$ cat src/rtl/mult_pkg.sv
`default_nettype none
// ============================================================================
// Module      : mult_pkg
// Description : Shared FSM state encoding and default operand width for the
//               sequential shift-add multiplier.
// Revision    : 1.0 - initial release
// ============================================================================
package mult_pkg;

    localparam int MULT_WIDTH = 8;

    localparam logic [1:0] S_IDLE = 2'b00;
    localparam logic [1:0] S_RUN  = 2'b01;
    localparam logic [1:0] S_FIN  = 2'b10;

endpackage
`default_nettype wire

$ cat src/rtl/shift_add_multiplier_iter_counter.sv
`default_nettype none
// ============================================================================
// Module      : iter_counter
// Description : Mod-WIDTH iteration counter with enable, clear and a
//               terminal-count flag at WIDTH-1.
// Revision    : 1.0 - initial release
// ============================================================================
module iter_counter #(
    parameter int  WIDTH = 8,
    localparam int CNT_W = $clog2(WIDTH)
) (
    input  logic Clk,
    input  logic Reset,
    input  logic En,
    input  logic Clr,
    output logic Tc
);

    localparam logic [CNT_W-1:0] C_TC_VALUE = CNT_W'(WIDTH - 1);

    logic [CNT_W-1:0] r_count;

    // WIDTH is a power of two, so the natural roll-over of r_count is the wrap.
    always_ff @(posedge Clk) begin
        if (!Reset) begin
            r_count <= '0;
        end else if (Clr) begin
            r_count <= '0;
        end else if (En) begin
            r_count <= r_count + 1'b1;
        end
    end

    assign Tc = (r_count == C_TC_VALUE);

endmodule
`default_nettype wire

$ cat src/rtl/shift_add_multiplier.sv
`default_nettype none
// ============================================================================
// Module      : shift_add_multiplier
// Description : Sequential unsigned shift-add multiplier, one partial product
//               per clock, with Start/Busy/Done handshake.
// Revision    : 1.0 - initial release
// ============================================================================
module shift_add_multiplier
    import mult_pkg::*;
#(
    parameter int WIDTH = MULT_WIDTH
) (
    input  logic                 Clk,
    input  logic                 Reset,
    input  logic                 Start,
    input  logic [WIDTH-1:0]     Multiplicand,
    input  logic [WIDTH-1:0]     Multiplier,
    output logic                 Busy,
    output logic                 Done,
    output logic [2*WIDTH-1:0]   Product
);

    logic [1:0]         r_state;
    logic [WIDTH-1:0]   r_mcand;
    logic [2*WIDTH-1:0] r_acc;      // {HI, LO}

    logic               w_accept;
    logic               w_run;
    logic               w_tc;
    logic [WIDTH:0]     w_upper;    // {C, HI} after the conditional add
    logic [2*WIDTH-1:0] w_acc_next;

    assign w_accept = (r_state == S_IDLE) && Start;
    assign w_run    = (r_state == S_RUN);

    iter_counter #(
        .WIDTH (WIDTH)
    ) u_iter_counter (
        .Clk   (Clk),
        .Reset (Reset),
        .En    (w_run),
        .Clr   (w_accept),
        .Tc    (w_tc)
    );

    // The carry out of the add lands in HI[WIDTH-1] after the shift, so no
    // separate carry flop is needed.
    always_comb begin
        w_upper = {1'b0, r_acc[2*WIDTH-1:WIDTH]};
        if (r_acc[0]) begin
            w_upper = {1'b0, r_acc[2*WIDTH-1:WIDTH]} + {1'b0, r_mcand};
        end
        w_acc_next = {w_upper, r_acc[WIDTH-1:1]};
    end

    always_ff @(posedge Clk) begin
        if (!Reset) begin
            r_state <= S_IDLE;
            r_mcand <= '0;
            r_acc   <= '0;
            Busy    <= 1'b0;
            Done    <= 1'b0;
            Product <= '0;
        end else begin
            case (r_state)
                S_IDLE: begin
                    Done <= 1'b0;
                    if (Start) begin
                        r_mcand <= Multiplicand;
                        r_acc   <= {{WIDTH{1'b0}}, Multiplier};
                        Busy    <= 1'b1;
                        r_state <= S_RUN;
                    end
                end
                S_RUN: begin
                    r_acc <= w_acc_next;
                    if (w_tc) begin
                        Product <= w_acc_next;
                        Busy    <= 1'b0;
                        Done    <= 1'b1;
                        r_state <= S_FIN;
                    end
                end
                S_FIN: begin
                    Done    <= 1'b0;
                    r_state <= S_IDLE;
                end
                default: begin
                    Busy    <= 1'b0;
                    Done    <= 1'b0;
                    r_state <= S_IDLE;
                end
            endcase
        end
    end

endmodule
`default_nettype wire

$ cat config.mk
export PLATFORM = sky130hd
export DESIGN_NAME = shift_add_multiplier
export DESIGN_NICKNAME = d
export VERILOG_FILES = /design/src/rtl/mult_pkg.sv /design/src/rtl/shift_add_multiplier_iter_counter.sv /design/src/rtl/shift_add_multiplier.sv
export SDC_FILE = /design/constraint.sdc
export NUM_CORES = 1
export LEC_CHECK = 0
export BUFFER_PORTS_ARGS = -buffer_cell sky130_fd_sc_hd__buf_2
export CAP_MARGIN = 25
export CORE_MARGIN = 4
export CORE_UTILIZATION = 35
export CTS_BUF_LIST = sky130_fd_sc_hd__clkbuf_4 sky130_fd_sc_hd__clkbuf_8
export DETAILED_ROUTE_END_ITERATION = 8
export HOLD_SLACK_MARGIN = 0.05
export SYNTH_ARGS = -nofsm -noshare
export SYNTH_HDL_FRONTEND = slang
export SYNTH_SLANG_ARGS = --single-unit
$ cat constraint.sdc
create_clock -name Clk -period 2.8 [get_ports Clk]
set_input_delay 0.56 -clock Clk [delete_from_list [all_inputs] [get_ports Clk]]
set_output_delay 0.56 -clock Clk [all_outputs]
set_load 0.02 [all_outputs]
==> qor.yml, run 1 <==
min_path:
  hold_class: "flip-flop to flip-flop"
  hold_end: "Product[2]$_SDFFE_PN0P_"
  min_path_cells: 2
  hp-start: "Product[2]$_SDFFE_PN0P_"
route:
  wl_um: 4560
  route.vias.total: 1746
  dr.pass1.iters: 4
  drt-initial-drc-count: 80
  wire_per_inst_um: 12.9
  ant_nets: 0
  via_per_inst: 4.93
  drc: 0
sta:
  fin_crit_sh_pct: 70.6
  worstMarginPinSlew_ns: 0.635
  setup_viol: 0
  tns_ns: 0
  rsz0062_at_grt: "false"
  slew_viol_final: 0
  fmax_ghz: 0.506
  hold_viol_final: 0
  timing.slew.headroom_pct: 57.7
  fin_worst_skew_ns: 0.00989
  fin_crit_ns: 1.98
cts:
  numCtsBuffers: 5
  cts_tree: "built"
  ctsResizeCount: 0
  cts_setup_buffers: 0
  h-tree-depth: 2
  clk_path_buf_depth: 2
  clkSlewWorstSetupHoldPaths_ns: 0.09
  cts_num_sinks: 47
  clkLatencyLatePin_ns: 0.30
  ctsHoldBuffers: 0
  cts-root-buf: "clkbuf_8"
power_and_ir_drop:
  fin_total_pwr_w: 0.00133
  p_leak_nw: 1.06
  clkPwrFrac_pct: 36.9
  p_switching_w: 0.000326
  comb_power_share_pct: 9.4
  p_seq_share_pct: 53.7
  p_int_w: 0.00100
  peakVddDrop_mv: 0.300
  sw_frac_of_total_pct: 24.5
  power_density_nw_per_um2: 550
placement:
  hpwlAfterDp_um: 3330
  port_buffers: 36
  gp_congestion: 0.832
  placed_area_um2: 2310
worst_setup_path:
  worstSetupPathType: "flip-flop to flip-flop"
  crit_path_top_delay_cell: "fa_1"
  reg2reg_depth: 7
  worst-path-buf-inv: 0
  required_ns: 2.96
  worstPathArrival_ns: 2.14
  cp.depth: 7
  cp_max_fo: 3
  reg2reg_to: "Product[13]$_SDFFE_PN0P_"
  r2r_start: "r_mcand[0]$_SDFFE_PN0P_"
  crit_path_max_incr_delay_ns: 0.41
  critPathTopFamily: "adder cells"
  cp-end-kind: "flip-flop"
  startpoint_type: "flip-flop"
  regToRegSetupSlack_ns: 0.82
  cp_cell_sequence: "ha_1 -> fa_1 -> a21o_2 -> a221oi_2 -> xnor2_1 -> mux2i_1 -> a21oi_1"
yosys:
  synth_area_per_cell_um2: 8.35
  ys_top_cells_by_area: "dfxtp_1, nand2_1, a21oi_1"
  synth-edff-count: 0
  synth_warnings: 0
  yosysTopAreaCell: "dfxtp_1"
  ys_seq_elements: 47
  synth_top_area_share_pct: 45.3
  async_flop_share_pct: 0
  synth.distinct_cells: 33
  seq_area_frac_synth_pct: 45.3
  yosys_most_used_dff: "dfxtp_1"
  syn-num-nets: 279
  netlist_instances: 249
  synth.most_common_cell: "nand2_1"
  mappedNetlistArea_um2: 2080
  synth_top_cells_by_count: "nand2_1, dfxtp_1, nor2_1"
grt:
  grt_pass1_wl_um: 7760
  grt_max_degree: 29
  antenna_found_initial: 0
  grtUsageTotal_pct: 13.0
  grt_pass1_vias: 1686
  gr-total-overflow: 0
final_layout:
  n_fill_cell: 574
  final_util_pct: 42.9
  fin_area_um2: 2420
  diodes: 0
  layout.nets: 312
  syn_to_final_growth_pct: 16.4
  drive_above_1_share_pct: 17.7
die:
  die_w_um: 85.1
  die_h_um: 85.1
  fp-row-count: 27
  core_um2: 5640
  start_util_pct: 36.8
  io_pins: 37
  fp.dieArea_um2: 7230
run:
  maxCapViolCount: 0
run_status:
  status: "finished, final reports clean"
## worst max-delay path by stage
stage / start / endpoint / slack (ns)
3_3_place_gp: r_mcand[0]$_SDFFE_PN0P_ / Product[13]$_SDFFE_PN0P_ / 0.82
6_report: r_mcand[0]$_SDFFE_PN0P_ / Product[13]$_SDFFE_PN0P_ / 0.82
4_1_cts: r_mcand[0]$_SDFFE_PN0P_ / Product[13]$_SDFFE_PN0P_ / 0.80
5_1_grt: r_mcand[0]$_SDFFE_PN0P_ / Product[13]$_SDFFE_PN0P_ / 0.62
2_1_floorplan: r_mcand[0]$_SDFFE_PN0P_ / r_acc[15]$_SDFFE_PN0P_ / 0.92
3_5_place_dp: r_mcand[0]$_SDFFE_PN0P_ / Product[13]$_SDFFE_PN0P_ / 0.80
## stage by stage
| step | hold WS (ns) | setup slack [ns] | cells |
|---|---|---|---|
| 3_3_place_gp | 0.442 | 0.821 | 347 |
| 2_1_floorplan | 0.440 | 0.923 | 249 |
| 6_report | 0.458 | 0.823 | 354 |
| 4_1_cts | 0.460 | 0.795 | 354 |
| 3_5_place_dp | 0.447 | 0.803 | 347 |
| 5_1_grt | 0.482 | 0.621 | 354 |
## worst reg2reg max path, stage by stage, from the launching register on
cell	delay, ns
dfxtp_1	0.32
ha_1	0.23
fa_1	0.41
a21o_2	0.24
a221oi_2	0.28
xnor2_1	0.10
mux2i_1	0.18
a21oi_1	0.09
## state kept, by name, indices dropped and copies added (netlist names)
| signal | cells |
|---|---|
| u_iter_counter.r_count | 3 |
| Product | 16 |
| r_mcand | 8 |
| Busy | 1 |
| r_acc | 16 |
| r_state | 2 |
| Done | 1 |
## power by group through the flow
stage	Clock, W	Sequential (W)	Combinational, W
finish	0.000490	0.000714	0.000125
floorplan	0	0.000721	0.0000937
global route	0.000530	0.000718	0.000143
global placement	0	0.000730	0.000126
detailed placement	0	0.000730	0.000127
CTS	0.000502	0.000715	0.000127
## placed cells by master, fill, tap and decap left out, types with 3 or more instances in the layout
master,instances
ha_1,10
xnor2_1,5
mux2i_1,8
clkbuf_8,5
a311oi_1,5
o21a_1,3
nor2_1,28
a211oi_1,4
buf_4,3
a21o_1,3
o21ai_0,16
nand2_1,60
a21oi_1,25
buf_2,36
dfxtp_1,47
## cell families after synthesis
family                   share of synthesized area, %
multiplexers                                     3.85
adder cells (fa/ha/maj)                          6.98
flip-flops                                       45.3
XOR/XNOR                                         2.53
buffers and inverters                            3.13
AND/OR/NAND/NOR                                  18.5
AO/OA/AOI/OAI                                    19.7
## layer usage
metal / vias up / GRT usage (%) / part of all wire [%] / wire [um]
met5: - / 0 / 0 / 0
met4: 0 / 3.88 / 1.1 / 48
li1: 918 / - / - / -
met2: 31 / 21.0 / 46 / 2080
met3: 7 / 2.91 / 4.0 / 182
met1: 790 / 17.4 / 49 / 2250
## final cells by class
| cell class | instances | area (um^2) | share of cell area [%] |
|---|---|---|---|
| clock buffer | 5 | 68.8 | 2.84 |
| timing repair buffer | 39 | 203 | 8.38 |
| multi-input combinational | 187 | 1070 | 44.3 |
| tap | 72 | 90.1 | 3.72 |
| inverter | 2 | 7.51 | 0.310 |
| clock inverter | 2 | 37.5 | 1.55 |
| sequential | 47 | 941 | 38.9 |
(Power assumes the default switching activity.)
==> run 2, diff against run 1 <==
==> constraint.sdc (replaced) <==
create_clock -name Clk -period 1.76 [get_ports Clk]
set_input_delay 0.352 -clock Clk [delete_from_list [all_inputs] [get_ports Clk]]
set_output_delay 0.352 -clock Clk [all_outputs]
set_load 0.02 [all_outputs]
==> qor.yml, run 2 (same netlist as run 1, synthesis figures left out) <==
placement:
  placed_area_um2: 2390  # was 2310 um^2
  gp_congestion: 0.817  # was 0.832
  port_buffers: 36  # unchanged
  pre_cts_ws_ns: -0.0885  # was 0.803 ns
  hpwlAfterDp_um: 3500  # was 3330 um
die:
  die_h_um: 85.1  # unchanged
  start_util_pct: 36.8  # unchanged
  fp.dieArea_um2: 7230  # unchanged
  die_w_um: 85.1  # unchanged
  io_pins: 37  # unchanged
  fp-row-count: 27  # unchanged
  core_um2: 5640  # unchanged
worst_setup_path:
  crit_path_top_delay_cell: "fa_2"  # was fa_1
  regToRegSetupSlack_ns: -0.06  # was 0.82 ns
  worstSetupPathType: "flip-flop to flip-flop"  # unchanged
  r2r_start: "r_acc[8]$_SDFFE_PN0P_"  # was r_mcand[0]$_SDFFE_PN0P_
  crit_start: "r_acc[8]$_SDFFE_PN0P_"  # was r_mcand[0]$_SDFFE_PN0P_
  required_ns: 1.95  # was 2.96 ns
  worstPathArrival_ns: 2.02  # was 2.14 ns
  cp_max_fo: 2  # was 3
  crit_path_max_incr_delay_ns: 0.35  # was 0.41 ns
  reg2reg_to: "r_acc[13]$_SDFFE_PN0P_"  # was Product[13]$_SDFFE_PN0P_
  cp_cell_sequence: "ha_4 -> fa_2 -> a21o_2 -> a221oi_4 -> xnor2_1 -> mux2i_1 -> o21ai_1"  # was ha_1 -> fa_1 -> a21o_2 -> a221oi_2 -> xnor2_1 -> mux2i_1 -> a21oi_1
  cp-end-kind: "flip-flop"  # unchanged
  reg2reg_depth: 7  # unchanged
  startpoint_type: "flip-flop"  # unchanged
final_layout:
  final_util_pct: 44.7  # was 42.9%
  drive_above_1_share_pct: 22.7  # was 17.7%
  syn_to_final_growth_pct: 21.3  # was 16.4%
  diodes: 0  # unchanged
  multi_input_area_um2: 1120  # was 1070 um^2
  layout.nets: 320  # was 312
  layout_commonest_cell: "nand2_1"  # unchanged
  seqCellArea_um2: 943  # was 941 um^2
  final_cell_mix: "nand2_1, dfxtp_1, buf_2, nor2_1, a21oi_1"  # unchanged
  fin_area_um2: 2520  # was 2420 um^2
  largest_registers: "Product x16, r_acc x16, r_mcand x8"  # unchanged
  n_fill_cell: 579  # was 574
sta:
  rsz0062_at_grt: "true"  # was false
  fin_worst_skew_ns: 0.0114  # was 0.00989 ns
  hold_viol_final: 0  # unchanged
  slew_viol_final: 0  # unchanged
  fin_crit_sh_pct: 104  # was 70.6%
  timing.slew.headroom_pct: 64.8  # was 57.7%
  whs_ns: 0.274  # was 0.458 ns
  worstMarginPinSlew_ns: 0.525  # was 0.635 ns
  setup_ws_ns: -0.0630  # was 0.823 ns
  setup_viol: 3  # was 0
  fin_crit_ns: 1.82  # was 1.98 ns
  fmax_ghz: 0.549  # was 0.506 GHz
  tns_ns: -0.141  # was 0 ns
route:
  via_per_inst: 4.89  # was 4.93
  wl_um: 4580  # was 4560 um
  route.vias.total: 1774  # was 1746
  dr.pass1.iters: 3  # was 4
  wl_met3_um: 196  # was 182 um
  wire_per_inst_um: 12.6  # was 12.9 um
  drc: 0  # unchanged
  top_layer_used: "met4"  # unchanged
  drt-initial-drc-count: 39  # was 80
  ant_nets: 0  # unchanged
  m1WireLength_um: 2360  # was 2250 um
  wl_met2_um: 1980  # was 2080 um
power_and_ir_drop:
  clkPwrFrac_pct: 34.0  # was 36.9%
  p_seq_share_pct: 55.3  # was 53.7%
  p_switching_w: 0.000562  # was 0.000326 W
  p_int_w: 0.00149  # was 0.00100 W
  p_leak_nw: 1.09  # was 1.06 nW
  comb_power_share_pct: 10.7  # was 9.4%
  peakVddDrop_mv: 0.400  # was 0.300 mV
  sw_frac_of_total_pct: 27.4  # was 24.5%
  power_density_nw_per_um2: 813  # was 550 nW/um^2
cts:
  cts-root-buf: "clkbuf_8"  # unchanged
  numCtsBuffers: 5  # unchanged
  clkLatencyLatePin_ns: 0.31  # was 0.30 ns
  clk_path_buf_depth: 2  # unchanged
  cts_setup_buffers: 0  # unchanged
  h-tree-depth: 2  # unchanged
  clkSlewWorstSetupHoldPaths_ns: 0.10  # was 0.09 ns
  cts_num_sinks: 47  # unchanged
  cts_tree: "built"  # unchanged
grt:
  grt_pass1_wl_um: 7770  # was 7760 um
  grt_max_degree: 29  # unchanged
  grt_pass1_vias: 1717  # was 1686
  grtUsageTotal_pct: 13.1  # was 13.0%
  antenna_found_initial: 0  # unchanged
  gr-total-overflow: 0  # unchanged
run_status:
  status: "finished, violations left"  # was finished, final reports clean
  violations: "setup timing"
run:
  maxCapViolCount: 0  # unchanged
min_path:
  hold_class: "primary input to flip-flop"  # was flip-flop to flip-flop
  hp-start: "Multiplier[1]"  # was Product[2]$_SDFFE_PN0P_
  min_path_cells: 3  # was 2
  hold_end: "r_acc[1]$_SDFFE_PN0P_"  # was Product[2]$_SDFFE_PN0P_
-- run 2: power groups by stage --
stage / sequential [W] / clock, W / combinational (W)
3_3_place_gp: 0.00116 / 0 / 0.000215
6_report: 0.00113 / 0.000696 / 0.000219
4_1_cts: 0.00113 / 0.000707 / 0.000221
5_1_grt: 0.00114 / 0.000755 / 0.000248
2_1_floorplan: 0.00115 / 0 / 0.000149
3_5_place_dp: 0.00116 / 0 / 0.000217
-- run 2: worst max-delay path by stage --
stage	to	slack, ns	cells past startpoint
after CTS	r_acc[13]$_SDFFE_PN0P_	-0.07	7
final	r_acc[13]$_SDFFE_PN0P_	-0.06	7
after detailed placement	r_acc[15]$_SDFFE_PN0P_	-0.09	6
after global routing	r_acc[13]$_SDFFE_PN0P_	-0.15	7
after floorplan	r_acc[15]$_SDFFE_PN0P_	-0.02	6
after global placement	Product[13]$_SDFFE_PN0P_	-0.06	7
-- run 2: layout make-up --
class / instances / share of cell area, %
Multi-Input combinational cell: 187 / 44.4
Tap cell: 72 / 3.57
Inverter: 2 / 0.298
Clock buffer: 5 / 2.73
Timing Repair Buffer: 47 / 10.4
Sequential cell: 47 / 37.4
Clock inverter: 3 / 1.09
-- run 2: worst max-delay path: cells and delay by family, from the launching register on --
family | cells | cell delay [ns]
flip-flops | 1 | 0.34
multiplexers | 1 | 0.18
AO/OA/AOI/OAI | 3 | 0.57
adder cells (fa/ha/maj) | 2 | 0.51
XOR/XNOR | 1 | 0.10
-- run 2: metal layers --
metal / track usage [%] / up-vias
li1: - / 935
met1: 17.3 / 808
met2: 21.1 / 26
met3: 3.30 / 5
met4: 3.45 / 0
met5: 0 / -
-- run 2: what timing repair did --
action                     in CTS  in global routing
pin swaps                       2                  0
hold buffers                    0                  0
gates resized for setup         4                  2
setup endpoints to repair       5                 10
-- run 2: per-stage QoR --
step	instances	total power (W)
after floorplan	249	0.00130
after global placement	355	0.00137
after detailed placement	355	0.00138
after CTS	363	0.00206
after global routing	363	0.00214
final	363	0.00205
==> run 3, diff against run 2 <==
--- a/config.mk
+++ b/config.mk
@@ -6,12 +6,13 @@
 export NUM_CORES = 1
 export LEC_CHECK = 0
 export BUFFER_PORTS_ARGS = -buffer_cell sky130_fd_sc_hd__buf_2
-export CAP_MARGIN = 25
+export CAP_MARGIN = 30
 export CORE_MARGIN = 4
 export CORE_UTILIZATION = 35
 export CTS_BUF_LIST = sky130_fd_sc_hd__clkbuf_4 sky130_fd_sc_hd__clkbuf_8
 export DETAILED_ROUTE_END_ITERATION = 8
 export HOLD_SLACK_MARGIN = 0.05
+export SETUP_SLACK_MARGIN = 0.2
 export SYNTH_ARGS = -nofsm -noshare
 export SYNTH_HDL_FRONTEND = slang
 export SYNTH_SLANG_ARGS = --single-unit
==> qor.yml, run 3 (same netlist as run 1, synthesis figures left out) <==
grt:
  use_met2_pct: 22.4  # was 21.1%
  gr-usage-met3_pct: 3.50  # was 3.30%
  grtUsageTotal_pct: 13.3  # was 13.1%
  grt_pass1_vias: 1776  # was 1717
  grt_pass1_wl_um: 8000  # was 7770 um
  grt_max_degree: 29  # unchanged
  antenna_found_initial: 0  # unchanged
  grt-busiest-layer: "met2"  # unchanged
  gr-usage-met1_pct: 17.2  # was 17.3%
  gr-total-overflow: 0  # unchanged
die:
  fp-row-count: 27  # unchanged
  die_h_um: 85.1  # unchanged
  core_um2: 5640  # unchanged
  die_w_um: 85.1  # unchanged
  start_util_pct: 36.8  # unchanged
  io_pins: 37  # unchanged
  fp.dieArea_um2: 7230  # unchanged
run_status:
  violations: "setup timing"  # unchanged
  status: "finished, violations left"  # unchanged
sta:
  fin_worst_skew_ns: 0.0121  # was 0.0114 ns
  rsz0062_at_grt: "true"  # unchanged
  timing.slew.headroom_pct: 60.2  # was 64.8%
  setup_viol: 3  # unchanged
  fin_crit_sh_pct: 103  # was 104%
  setup_ws_ns: -0.0525  # was -0.0630 ns
  fmax_ghz: 0.552  # was 0.549 GHz
  slew_viol_final: 0  # unchanged
  hold_viol_final: 0  # unchanged
  fin_crit_ns: 1.81  # was 1.82 ns
  worstMarginPinSlew_ns: 0.596  # was 0.525 ns
placement:
  gp_congestion: 0.810  # was 0.817
  place_inst: 356  # was 355
  pre_cts_ws_ns: -0.105  # was -0.0885 ns
  hpwlAfterDp_um: 3500  # about the same
  port_buffers: 36  # unchanged
final_layout:
  final_cell_mix: "nand2_1, dfxtp_1, buf_2, nor2_1, a21oi_1"  # unchanged
  n_fill_cell: 572  # was 579
  finalNonFillerCells: 365  # was 363
  layout.nets: 322  # was 320
  diodes: 0  # unchanged
  largest_registers: "Product x16, r_acc x16, r_mcand x8"  # unchanged
  layout_commonest_cell: "nand2_1"  # unchanged
  syn_to_final_growth_pct: 24.7  # was 21.3%
  drive_above_1_share_pct: 25.6  # was 22.7%
worst_setup_path:
  r2r_start: "r_acc[8]$_SDFFE_PN0P_"  # unchanged
  worstPathArrival_ns: 2.01  # was 2.02 ns
  cp_max_fo: 2  # unchanged
  cp-end-kind: "flip-flop"  # unchanged
  regToRegSetupSlack_ns: -0.05  # was -0.06 ns
  startpoint_type: "flip-flop"  # unchanged
  reg2reg_depth: 6  # was 7
  reg2reg_to: "r_acc[15]$_SDFFE_PN0P_"  # was r_acc[13]$_SDFFE_PN0P_
  worstSetupPathType: "flip-flop to flip-flop"  # unchanged
  required_ns: 1.95  # about the same
cts:
  ctsHoldBuffers: 0  # unchanged
  cts_tree: "built"  # unchanged
  numCtsBuffers: 5  # unchanged
  h-tree-depth: 2  # unchanged
  cts_num_sinks: 47  # unchanged
  clk_path_buf_depth: 2  # unchanged
  cts-root-buf: "clkbuf_8"  # unchanged
  clkLatencyLatePin_ns: 0.29  # was 0.31 ns
  clkSlewWorstSetupHoldPaths_ns: 0.09  # was 0.10 ns
run:
  maxCapViolCount: 0  # unchanged
min_path:
  hp-start: "Multiplicand[7]"  # was Multiplier[1]
  hold_class: "primary input to flip-flop"  # unchanged
  hold_end: "r_mcand[7]$_SDFFE_PN0P_"  # was r_acc[1]$_SDFFE_PN0P_
  min_path_cells: 3  # unchanged
route:
  ant_nets: 0  # unchanged
  drt-initial-drc-count: 36  # was 39
  drc: 0  # unchanged
  wire_per_inst_um: 13.0  # was 12.6 um
  wl_um: 4730  # was 4580 um
  route.vias.total: 1790  # was 1774
  dr.pass1.iters: 4  # was 3
  via_per_inst: 4.90  # was 4.89
power_and_ir_drop:
  peakVddDrop_mv: 0.471  # was 0.400 mV
  p_leak_nw: 1.11  # was 1.09 nW
  power_density_nw_per_um2: 792  # was 813 nW/um^2
[run 3: worst max-delay path by stage]
stage	endpoint	startpoint	cells after the start
2_1_floorplan	r_acc[15]$_SDFFE_PN0P_	r_acc[8]$_SDFFE_PN0P_	6
3_3_place_gp	r_acc[13]$_SDFFE_PN0P_	r_mcand[0]$_SDFFE_PN0P_	7
3_5_place_dp	r_acc[15]$_SDFFE_PN0P_	r_mcand[0]$_SDFFE_PN0P_	6
4_1_cts	r_acc[13]$_SDFFE_PN0P_	r_acc[8]$_SDFFE_PN0P_	7
5_1_grt	r_acc[13]$_SDFFE_PN0P_	r_acc[8]$_SDFFE_PN0P_	7
6_report	r_acc[15]$_SDFFE_PN0P_	r_acc[8]$_SDFFE_PN0P_	6
[run 3: metrics by stage]
stage | utilization (%) | hold slack [ns] | total power (W) | area [um^2] | setup TNS, ns
after detailed placement | 42.6 | 0.445 | 0.00137 | 2400 | -0.301
after global routing | 45.9 | 0.296 | 0.00216 | 2590 | -0.663
after CTS | 45.4 | 0.276 | 0.00208 | 2560 | -0.137
after global placement | 42.6 | 0.441 | 0.00137 | 2400 | -0.221
after floorplan | - | 0.440 | 0.00130 | 2100 | -0.0237
final | 45.9 | 0.283 | 0.00205 | 2590 | -0.137
[run 3: area by class of cell]
| class | instances | area (um^2) | area share (%) |
|---|---|---|---|
| clock buffers | 7 | 90.1 | 3.48 |
| clock inverters | 1 | 8.76 | 0.338 |
| inverters | 2 | 7.51 | 0.290 |
| repair buffers | 49 | 282 | 10.9 |
| flip-flops and latches | 47 | 946 | 36.5 |
| well taps | 72 | 90.1 | 3.48 |
| multi-input cells | 187 | 1170 | 45.1 |
[run 3: routing by layer]
layer | share of wire [%] | vias to the layer above | routed length (um)
li1 | - | 943 | -
met1 | 49 | 817 | 2340
met2 | 47 | 28 | 2200
met3 | 3.8 | 2 | 180
met4 | 0.17 | 0 | 8
met5 | 0 | - | 0
[run 3: timing repair]
action,CTS,global route
resized for setup,10,6
buffers inserted,0,1
pin swaps,4,3
endpoints found under the setup margin,12,21
[run 3: worst max-delay path, cell delays in order (launching register included)]
cell and delay, ns:
dfxtp_2 0.34, ha_4 0.16, fa_2 0.37, a21o_4 0.22, a221oi_4 0.26, a21oi_1 0.13, a32o_1 0.25
[run 3: report_power, final]
group          leakage [nW]  internal (W)  total, W  switching [W]
sequential            0.384       0.00110   0.00113      0.0000301
combinational         0.669     0.0000951  0.000228       0.000133
clock                0.0519      0.000338  0.000694       0.000356
